### src/rtl/ms_gather_relay_if.sv
// Bundle of the relay's data/handshake signals. The master modport is the relay's view;
// the slave modport is the surrounding system that feeds and observes it.
interface ms_gather_relay_if #(
  parameter int unsigned DATA_W = 32,
  parameter int unsigned N_CH   = 2,
  parameter int unsigned CNT_W  = 16
);
  localparam int unsigned CH_W = (N_CH > 1) ? $clog2(N_CH) : 1;

  logic [DATA_W-1:0]      m_in;
  logic [DATA_W-1:0]      m_out;
  logic                   m_out_notify;
  logic [N_CH*DATA_W-1:0] s_in;
  logic [N_CH-1:0]        s_in_sync;
  logic [N_CH-1:0]        s_in_taken;
  logic [DATA_W-1:0]      s_out;
  logic [CH_W-1:0]        s_out_ch;
  logic [CNT_W-1:0]       shared_out;

  modport master (
    input  m_in, s_in, s_in_sync,
    output m_out, m_out_notify, s_in_taken, s_out, s_out_ch, shared_out
  );

  modport slave (
    output m_in, s_in, s_in_sync,
    input  m_out, m_out_notify, s_in_taken, s_out, s_out_ch, shared_out
  );
endinterface

### src/rtl/ms_gather_relay.sv
// Round-robin gather of N_CH synced slave channels, relayed to a master output either as
// value+offset (MODE 0) or as a running sum (MODE 1), one transfer per two cycles at most.
module ms_gather_relay #(
  parameter int unsigned DATA_W = 32,
  parameter int unsigned N_CH   = 2,
  parameter int unsigned MODE   = 0,
  parameter int unsigned CNT_W  = 16
) (
  input  logic              clk,
  input  logic              rst,
  ms_gather_relay_if.master bus
);
  localparam int unsigned CH_W = (N_CH > 1) ? $clog2(N_CH) : 1;

  typedef enum logic {SEC_A, SEC_B} section_e;

  section_e          section_q, section_d;
  logic [DATA_W-1:0] save_val_q, save_val_d;
  logic [DATA_W-1:0] acc_q, acc_d;
  logic [CH_W-1:0]   sel_q, sel_d;
  logic [CH_W-1:0]   ptr_q, ptr_d;
  logic [DATA_W-1:0] m_out_q, m_out_d;
  logic              m_out_notify_q, m_out_notify_d;
  logic [N_CH-1:0]   taken_q, taken_d;
  logic [DATA_W-1:0] s_out_q, s_out_d;
  logic [CH_W-1:0]   s_out_ch_q, s_out_ch_d;
  logic [CNT_W-1:0]  cnt_q, cnt_d;

  logic              grant_vld;
  logic [CH_W-1:0]   grant_idx;
  logic [DATA_W-1:0] grant_data;
  logic [N_CH-1:0]   sync_shift;
  int unsigned       idx;

  // Arbiter: first set sync bit at or after ptr, searching upward and wrapping.
  always_comb begin
    grant_vld  = 1'b0;
    grant_idx  = '0;
    idx        = 0;
    sync_shift = '0;
    for (int unsigned i = 0; i < N_CH; i++) begin
      idx        = (32'(ptr_q) + i) % N_CH;
      sync_shift = bus.s_in_sync >> idx;
      if (!grant_vld && sync_shift[0]) begin
        grant_vld = 1'b1;
        grant_idx = CH_W'(idx);
      end
    end
    grant_data = DATA_W'(bus.s_in >> (32'(grant_idx) * DATA_W));
  end

  // Section sequencing and output computation.
  always_comb begin
    section_d      = section_q;
    save_val_d     = save_val_q;
    acc_d          = acc_q;
    sel_d          = sel_q;
    ptr_d          = ptr_q;
    m_out_d        = m_out_q;
    m_out_notify_d = m_out_notify_q;
    taken_d        = taken_q;
    s_out_d        = s_out_q;
    s_out_ch_d     = s_out_ch_q;
    cnt_d          = cnt_q;
    case (section_q)
      SEC_A: begin
        m_out_notify_d = 1'b0;
        taken_d        = '0;
        if (grant_vld) begin
          save_val_d = grant_data;
          sel_d      = grant_idx;
          taken_d    = N_CH'(1) << grant_idx;
          section_d  = SEC_B;
        end
      end
      SEC_B: begin
        taken_d = '0;
        if (MODE == 1) begin
          acc_d   = acc_q + save_val_q;
          m_out_d = acc_q + save_val_q;
        end else begin
          m_out_d = save_val_q + bus.m_in;
        end
        m_out_notify_d = 1'b1;
        s_out_d        = save_val_q;
        s_out_ch_d     = sel_q;
        cnt_d          = cnt_q + CNT_W'(1);
        ptr_d          = (N_CH == 1) ? '0 : CH_W'((32'(sel_q) + 1) % N_CH);
        section_d      = SEC_A;
      end
      default: section_d = SEC_A;
    endcase
  end

  always_ff @(posedge clk or posedge rst) begin
    if (rst) begin
      section_q      <= SEC_A;
      save_val_q     <= '0;
      acc_q          <= '0;
      sel_q          <= '0;
      ptr_q          <= '0;
      m_out_q        <= '0;
      m_out_notify_q <= 1'b0;
      taken_q        <= '0;
      s_out_q        <= '0;
      s_out_ch_q     <= '0;
      cnt_q          <= '0;
    end else begin
      section_q      <= section_d;
      save_val_q     <= save_val_d;
      acc_q          <= acc_d;
      sel_q          <= sel_d;
      ptr_q          <= ptr_d;
      m_out_q        <= m_out_d;
      m_out_notify_q <= m_out_notify_d;
      taken_q        <= taken_d;
      s_out_q        <= s_out_d;
      s_out_ch_q     <= s_out_ch_d;
      cnt_q          <= cnt_d;
    end
  end

  assign bus.m_out        = m_out_q;
  assign bus.m_out_notify = m_out_notify_q;
  assign bus.s_in_taken   = taken_q;
  assign bus.s_out        = s_out_q;
  assign bus.s_out_ch     = s_out_ch_q;
  assign bus.shared_out   = cnt_q;
endmodule

### src/flat_wrapper.sv
// flat-port wrapper written by rule: the top's interface ports become plain ports
module ms_gather_relay_flat 
#(
  parameter int unsigned DATA_W = 32,
  parameter int unsigned N_CH   = 2,
  parameter int unsigned MODE   = 0,
  parameter int unsigned CNT_W  = 16
)
  (clk, rst, bus_m_in, bus_s_in, bus_s_in_sync, bus_m_out, bus_m_out_notify, bus_s_in_taken, bus_s_out, bus_s_out_ch, bus_shared_out);
  ms_gather_relay_if #(.DATA_W(DATA_W), .N_CH(N_CH), .CNT_W(CNT_W)) bus_i ();
  input  logic clk;
  input  logic rst;
  input wire logic [$bits(bus_i.m_in)-1:0] bus_m_in;
  input wire logic [$bits(bus_i.s_in)-1:0] bus_s_in;
  input wire logic [$bits(bus_i.s_in_sync)-1:0] bus_s_in_sync;
  output wire logic [$bits(bus_i.m_out)-1:0] bus_m_out;
  output wire logic [$bits(bus_i.m_out_notify)-1:0] bus_m_out_notify;
  output wire logic [$bits(bus_i.s_in_taken)-1:0] bus_s_in_taken;
  output wire logic [$bits(bus_i.s_out)-1:0] bus_s_out;
  output wire logic [$bits(bus_i.s_out_ch)-1:0] bus_s_out_ch;
  output wire logic [$bits(bus_i.shared_out)-1:0] bus_shared_out;
  assign bus_i.m_in = bus_m_in;
  assign bus_i.s_in = bus_s_in;
  assign bus_i.s_in_sync = bus_s_in_sync;
  assign bus_m_out = bus_i.m_out;
  assign bus_m_out_notify = bus_i.m_out_notify;
  assign bus_s_in_taken = bus_i.s_in_taken;
  assign bus_s_out = bus_i.s_out;
  assign bus_s_out_ch = bus_i.s_out_ch;
  assign bus_shared_out = bus_i.shared_out;
  ms_gather_relay #(.DATA_W(DATA_W), .N_CH(N_CH), .MODE(MODE), .CNT_W(CNT_W)) u_core (.clk(clk), .rst(rst), .bus(bus_i));
endmodule
### config.mk
export PLATFORM = sky130hd
export DESIGN_NAME = ms_gather_relay_flat
export DESIGN_NICKNAME = d
export VERILOG_FILES = /design/src/rtl/ms_gather_relay_if.sv /design/src/rtl/ms_gather_relay.sv /design/src/flat_wrapper.sv
export SDC_FILE = /design/constraint.sdc
export NUM_CORES = 1
export LEC_CHECK = 0
export ABC_CLOCK_PERIOD_IN_PS = 5100
export CELL_PAD_IN_SITES_DETAIL_PLACEMENT = 2
export CELL_PAD_IN_SITES_GLOBAL_PLACEMENT = 2
export CORE_ASPECT_RATIO = 1.4
export CORE_MARGIN = 10
export CORE_UTILIZATION = 30
export DETAILED_ROUTE_END_ITERATION = 8
export HOLD_SLACK_MARGIN = 0.1
export PLACE_DENSITY_LB_ADDON = 0.1
export SETUP_SLACK_MARGIN = 0.02
export SYNTH_ARGS = -nofsm -noshare
export SYNTH_HDL_FRONTEND = slang
export SYNTH_SLANG_ARGS = --single-unit
### constraint.sdc
create_clock -name clk -period 5.1 [get_ports clk]
set_clock_uncertainty 0.2 [all_clocks]
set_input_delay 0.765 -clock clk [delete_from_list [all_inputs] [get_ports clk]]
set_output_delay 0.765 -clock clk [all_outputs]
set_load 0.01 [all_outputs]
==> results of run 1 <==
## flip-flops by register name, indices dropped and copies added (netlist names), 2 cells and up
| name | count |
|---|---|
| u_core.bus.shared_out | 16 |
| u_core.bus.s_out | 32 |
| u_core.bus.m_out | 32 |
| u_core.bus.s_in_taken | 2 |
| u_core.save_val_q | 32 |
## cell families after synthesis
group	synth area share, %
multiplexers	15.5
AND/OR/NAND/NOR	8.43
flip-flops	47.4
AO/OA/AOI/OAI	13.5
adder cells (fa/ha/maj)	6.70
buffers and inverters	2.39
XOR/XNOR	6.00
## worst min-delay path by stage
stage                           endpoint  cells after the start
4_1_cts                     u_core.ptr_q                      1
2_1_floorplan    u_core.bus.m_out_notify                      0
3_5_place_dp    u_core.bus.shared_out[3]                      1
3_3_place_gp   u_core.bus.shared_out[15]                      1
6_report                    u_core.ptr_q                      1
5_1_grt              u_core.bus.s_out[5]                      1
## critical path: stages
cell and delay (ps):
sky130_fd_sc_hd__clkdlybuf4s50_1 410, sky130_fd_sc_hd__ha_1 260, sky130_fd_sc_hd__fa_1 420, sky130_fd_sc_hd__a21o_1 220, sky130_fd_sc_hd__a221oi_2 250, sky130_fd_sc_hd__buf_4 180
sky130_fd_sc_hd__nor4_2 50, sky130_fd_sc_hd__nor2_2 200, sky130_fd_sc_hd__o31ai_4 130, sky130_fd_sc_hd__a2111oi_2 440, sky130_fd_sc_hd__o2111ai_1 200, sky130_fd_sc_hd__and3_1 230
## per-stage QoR
step / instance area [um2] / hold WS, ps / worst slack (ps) / utilization, %
2_1_floorplan: 6280 / 172 / 978 / -
5_1_grt: 9050 / 324 / 1270 / 44.0
3_3_place_gp: 8400 / 265 / 1120 / 40.9
6_report: 9050 / 290 / 1430 / 44.0
3_5_place_dp: 8400 / 290 / 1030 / 40.9
4_1_cts: 9050 / 300 / 1440 / 44.0
## layer usage
layer	share of wire, %	routed length, um
met5	0	0
met4	0.91	187
met3	6.9	1430
met2	53	11000
met1	39	7990
## where the power goes
part	leakage (uW)	switching, uW	total [uW]	internal [uW]
registers	0.00145	219	1470	1250
logic	0.00218	800	1740	939
clock network	0.000309	440	1320	877
total	0.00393	1460	4520	3060
## cell usage in the layout, fill, tap and decap left out, drive strengths merged, types with 4 or more instances in the layout
master	instances
clkdlybuf4s50	183
dfrtp	119
mux2	59
nand2	56
o21ai	52
a21oi	34
ha	32
mux2i	31
xnor2	25
nor2	21
clkbuf	19
xor2	18
inv	13
a21o	12
nand4	11
nand3	8
a31oi	8
and3	6
buf	6
bufinv	5
clkinv	5
o21bai	4
a211oi	4
## cell type report
cell class                 count  area share [%]
inverter                      13           0.567
multi-input combinational    419            35.1
sequential                   119            33.0
timing repair buffer         189            20.7
tap                          256            3.54
clock buffer                  19            4.90
clock inverter                12            2.23
==> impl_summary.log, run 1 <==
[metrics] final total power: about 4500 uW
[metrics] Vias: 5,170
[metrics] proportion of register bits with asynchronous set or reset after synthesis: 100%
[metrics] buffers added on ports: between 150 and 200
[metrics] Final Instance Count excl. Fillers: 1,027
[metrics] TritonCTS Buffers: 17
[metrics] CTS sink cnt: 119
[metrics] Clock Latency Late Sink: 410 ps
[metrics] hpwl dp: around 16,000 um
[metrics] Max Fanout on Critical Path: 4
[metrics] Startpoint Class: input port
[metrics] count of final setup violators: 0
[metrics] launch point of the critical path: bus_m_in[0]
[metrics] library cells used by synthesis: 47
[metrics] Clk Tree Root Cell: sky130_fd_sc_hd__clkbuf_16
[metrics] GR met3 Demand/Resource: 4.82%
[metrics] number of synthesized flops with an enable pin: 0
[metrics] gp weighted congestion: 0.741
[metrics] post-CTS setup buffer count: 0
[metrics] chip height: 191 um
[metrics] fraction of layout cells with a size suffix above 1: 13.6%
[metrics] post-cts repair resize count: 0
[metrics] global-route total usage across every layer: 15.4%
[metrics] maximum number of pins on one net before global-route repair: 54
[metrics] slew at the pin with the worst max-slew slack: 1010 ps
[metrics] post-detailed-route via-to-cell ratio: 5.03
[metrics] # DRC: 0
[metrics] CTS H-Tree Depth: 4
[metrics] Syn Nets: 711
[metrics] largest cells by area after synthesis: sky130_fd_sc_hd__dfrtp_1 (47%), sky130_fd_sc_hd__mux2_2 (11%), sky130_fd_sc_hd__ha_1 (6.4%)
[metrics] most frequent cell after synthesis: sky130_fd_sc_hd__dfrtp_1
[metrics] DR WL/cell: 20.1 um
[metrics] cell taking the most area after synthesis: sky130_fd_sc_hd__dfrtp_1
[metrics] number of antenna violations at the first check in global routing: 0
[metrics] area occupied by multi-input gates: 3170 um2
[metrics] area occupied by registers: 2980 um2
[metrics] layer with the highest usage after global routing: met2
[metrics] width of the die: 142 um
[metrics] global-route wire length before repair: 33,400 um
[metrics] static leakage: 0.00393 uW
[metrics] area share of the largest cell type after synthesis: a little under half
[metrics] top achievable clock speed: 272 MHz
[metrics] final critical-path required period: 3670 ps
[metrics] final wirelength: between 20,000 and 25,000 um
[metrics] source of the worst hold timing path: u_core.sel_q
[metrics] top-level I/O count: 184
[metrics] initial core utilization: between 30 and 40%
[metrics] RSZ-0062 raised after global routing: false
[metrics] type of the tightest min-delay check: reg -> reg
[metrics] first-pass iteration count of the detailed router: 4
[metrics] reg2reg end: u_core.bus.m_out[28]
[metrics] top cells by count, synth: sky130_fd_sc_hd__dfrtp_1 (119), sky130_fd_sc_hd__mux2_2 (59), sky130_fd_sc_hd__nand2_1 (56)
[metrics] initial DRC count: approximately 180
[metrics] relative area change from synthesis to final layout: 44.1%
[metrics] post-layout net count: slightly below 900
[metrics] number of hold buffers added after cts: 0
[metrics] predominant post-synthesis flop cell: sky130_fd_sc_hd__dfrtp_1
[metrics] Hold Fails Final Rpt: 0
[metrics] element type at the critical path end: flop
[metrics] required time at the worst-slack endpoint: 5190 ps
[metrics] type of the worst setup path: in -> reg
[metrics] Site Rows: 62
[metrics] number of global-route vias before repair: a little over 6,000
[metrics] total negative setup slack: 0 ps
[metrics] area of the die: 27,200 um2
[metrics] proportion of synthesized chip area in sequential cells: roughly 47%
[metrics] number of inserted filler cells in the final layout: 2,098
[metrics] Inserted Diodes: 0
[metrics] total of max-cap violations: 0
[metrics] core region area: 20,600 um2
[metrics] Final period util: between 70% and 80%
[metrics] register-to-register setup slack: 1810 ps
[metrics] number of cells after detailed placement: 996
[metrics] Final Slew Violations: 0
[metrics] Reg2Reg Depth: 11
[metrics] areal power density over the cells: 500 nW/um2
[metrics] flip-flop and latch count after synthesis: about 120
[metrics] CP arrival: 3770 ps
[metrics] GR Overflow Total: 0
[metrics] Synth warnings: 0
[metrics] result of the run: completed
[metrics] relative slew slack: between 30% and 40%
[metrics] worst-case clock buffer depth: 2
[metrics] met2 global-route usage: 27.9%
[metrics] met1 routing resource usage after global routing: around 17%
[metrics] syn_area_per_cell: between 10 and 15 um2
[metrics] number of cells produced by synthesis: just under 600
[metrics] CTS tree: yes
[metrics] Reg2Reg Launch Point: u_core.save_val_q[0]
[metrics] CP endpoint: u_core.bus.m_out[28]
[metrics] Max rail drop VDD: between 200 and 250 uV
[metrics] total standard cell area after synthesis: 6280 um2
[metrics] clock transition time at the flip-flop clock pins of the worst setup and hold paths: ~50 ps
[metrics] number of antenna-violating nets in the routed design: 0
Note: power is estimated with default switching activity, not from simulation.
==> run 2, diff against run 1 <==
--- a/config.mk
+++ b/config.mk
@@ -5,12 +5,12 @@
 export SDC_FILE = /design/constraint.sdc
 export NUM_CORES = 1
 export LEC_CHECK = 0
-export ABC_CLOCK_PERIOD_IN_PS = 5100
+export ABC_CLOCK_PERIOD_IN_PS = 2900
 export CELL_PAD_IN_SITES_DETAIL_PLACEMENT = 2
 export CELL_PAD_IN_SITES_GLOBAL_PLACEMENT = 2
 export CORE_ASPECT_RATIO = 1.4
 export CORE_MARGIN = 10
-export CORE_UTILIZATION = 30
+export CORE_UTILIZATION = 27
 export DETAILED_ROUTE_END_ITERATION = 8
 export HOLD_SLACK_MARGIN = 0.1
 export PLACE_DENSITY_LB_ADDON = 0.1
==> constraint.sdc (replaced) <==
create_clock -name clk -period 2.9 [get_ports clk]
set_clock_uncertainty 0.2 [all_clocks]
set_input_delay 0.435 -clock clk [delete_from_list [all_inputs] [get_ports clk]]
set_output_delay 0.435 -clock clk [all_outputs]
set_load 0.01 [all_outputs]
==> impl_summary.log, run 2 (synthesis results as in run 1) <==
[metrics] post-layout net count: 972 (+9.0%)
[metrics] initial DRC count: 163 (-8.4%)
[metrics] Vias: 5,507 (+6.5%)
[metrics] core region area: 23,000 um2 (+12%)
[metrics] area of the die: 29,800 um2 (+9.7%)
[metrics] Clk Tree Root Cell: sky130_fd_sc_hd__clkbuf_16
[metrics] number of antenna violations at the first check in global routing: 1 (+1)
[metrics] buffers added on ports: 183 (unchanged)
[metrics] clock transition time at the flip-flop clock pins of the worst setup and hold paths: 60 ps (about the same)
[metrics] total of max-cap violations: 0 (unchanged)
[metrics] DR WL/cell: 20.5 um (+2.2%)
[metrics] Max rail drop VDD: 474 uV (+110%)
[metrics] Final Slew Violations: 0 (unchanged)
[metrics] CTS H-Tree Depth: 4 (unchanged)
[metrics] result of the run: completed
[metrics] Site Rows: 66 (+6.5%)
[metrics] critical path cell sequence: buf_4 > fa_2 > a21o_1 > a221oi_4 > nor4_2 > nor2_2 > o31ai_4 > a2111oi_4 > o2111ai_1 > and3_1
[metrics] CTS sink cnt: 119 (unchanged)
[metrics] global-route total usage across every layer: 16.0% (+0.58 points)
[metrics] top achievable clock speed: roughly 350 MHz
[metrics] peak per-stage delay on the critical path: 400 ps (-40 ps)
[metrics] top-level I/O count: 184 (unchanged)
[metrics] gp weighted congestion: 0.805 (+8.6%)
[metrics] required time at the worst-slack endpoint: 3020 ps (-2170 ps)
[metrics] maximum number of pins on one net before global-route repair: 46 (-15%)
[metrics] worst-case clock buffer depth: 2 (unchanged)
[metrics] # DRC: 0 (unchanged)
[metrics] first-pass iteration count of the detailed router: 4 (unchanged)
[metrics] areal power density over the cells: 833 nW/um2 (+67%)
[metrics] RSZ-0062 raised after global routing: true
[metrics] Max Fanout on Critical Path: 4 (unchanged)
[metrics] static leakage: 0.00435 uW (+10%)
[metrics] relative slew slack: 58.7% (+27 points)
[metrics] Startpoint Class: flop
[metrics] final critical-path required period: about 2900 ps
[metrics] final wirelength: 23,700 um (+15%)
[metrics] GR Overflow Total: 0 (unchanged)
[metrics] most common cell after layout, fill and taps aside: sky130_fd_sc_hd__clkdlybuf4s50_1
[metrics] number of global-route vias before repair: 6,531 (+7.5%)
[metrics] number of antenna-violating nets in the routed design: 0 (unchanged)
[metrics] width of the die: 149 um (+4.6%)
[metrics] Final Core Density: 43.2% (-0.83 points)
[metrics] relative area change from synthesis to final layout: 58.5%
[metrics] post-detailed-route via-to-cell ratio: 4.76 (-5.4%)
[metrics] CP arrival: 2970 ps (-800 ps)
[metrics] element type at the critical path end: flop
[metrics] type of the worst setup path: reg -> reg
[metrics] hpwl dp: 18,100 um (+13%)
[metrics] type of the tightest min-delay check: reg -> reg
[metrics] count of final setup violators: 0 (unchanged)
[metrics] Hold Fails Final Rpt: 0 (unchanged)
[metrics] slowest stage cell, crit path: sky130_fd_sc_hd__dfrtp_1
[metrics] Final period util: a little over nine tenths
[metrics] final total power: 8290 uW (+83%)
[metrics] Clock Latency Late Sink: 430 ps (+20 ps)
[metrics] commonest non-fill, non-tap cells in the layout: sky130_fd_sc_hd__clkdlybuf4s50_1 (179), sky130_fd_sc_hd__dfrtp_1 (118), sky130_fd_sc_hd__buf_4 (82), sky130_fd_sc_hd__mux2_2 (59), sky130_fd_sc_hd__nand2_1 (56)
[metrics] TritonCTS Buffers: 17 (unchanged)
[metrics] slew at the pin with the worst max-slew slack: 619 ps (-395 ps)
[metrics] initial core utilization: 27.2% (-3.3 points)
[metrics] global-route wire length before repair: 37,300 um (+12%)
[metrics] CTS tree: yes
[metrics] chip height: 200 um (+4.8%)
[metrics] fraction of layout cells with a size suffix above 1: 24.5% (+11 points)
run 2: power by group:
group          internal (uW)  switching (uW)
Clock                   1280             744
Sequential              2200             402
Combinational           2030            1640
run 2: layout make-up:
cell class              instances  area, um2
well taps                     306        383
flip-flops and latches        119       2980
clock inverters                 3       40.0
inverters                      13       52.6
clock buffers                  27        513
multi-input cells             419       3450
diodes                          1       2.50
repair buffers                269       2520
fillers                      2371      13100
run 2: timing repair:
| action | in CTS | in global routing |
|---|---|---|
| setup endpoints to repair | 13 | 14 |
| buffers inserted | 6 | 1 |
| endpoints found under the hold margin | 4 | 0 |
| gates resized for setup | 22 | 23 |
| hold buffers | 1 | 0 |
| pin swaps | 8 | 16 |
run 2: final timing paths:
path | startpoint | endpoint | slack [ps] | cells after the start
worst max-delay path | u_core.save_val_q[1] | u_core.bus.m_out[28] | 50 | 10
worst min-delay path | u_core.bus.shared_out[15] | u_core.bus.shared_out[15] | 290 | 1
worst max register to register | u_core.save_val_q[1] | u_core.bus.m_out[28] | 50 | 10
worst min register to register | u_core.bus.shared_out[15] | u_core.bus.shared_out[15] | 290 | 1
min in group asynchronous | rst | u_core.bus.s_out[6] | 680 | 3
max in group asynchronous | rst | u_core.bus.s_out[26] | 1190 | 4
run 2: stage by stage:
stage | hold slack (ps) | cells | TNS (ps) | setup WS (ps) | instance area [um2]
2_1_floorplan | 172 | 578 | 0 | 29.7 | 6320
3_3_place_gp | 273 | 1118 | -8290 | -604 | 9080
3_5_place_dp | 283 | 1118 | -9690 | -679 | 9080
4_1_cts | 294 | 1155 | 0 | 21.8 | 9800
5_1_grt | 321 | 1157 | -118 | -78.8 | 9950
6_report | 289 | 1157 | 0 | 49.5 | 9950
run 2: critical path: cells and delay by family, from the launching register on:
family	cells	cell delay, ps
compound gates	5	1150
buf+inv	1	160
fa+ha+maj	1	360
flops	1	400
simple gates	3	460
run 2: routing by layer:
layer  GRT usage [%]  up-vias  wire length (um)
met5               0        -                 0
met4            5.17        0               356
met3            4.44       25              1130
met2            29.2      116             13100
met1            17.1     2778              9150
li1                -     2588                 -
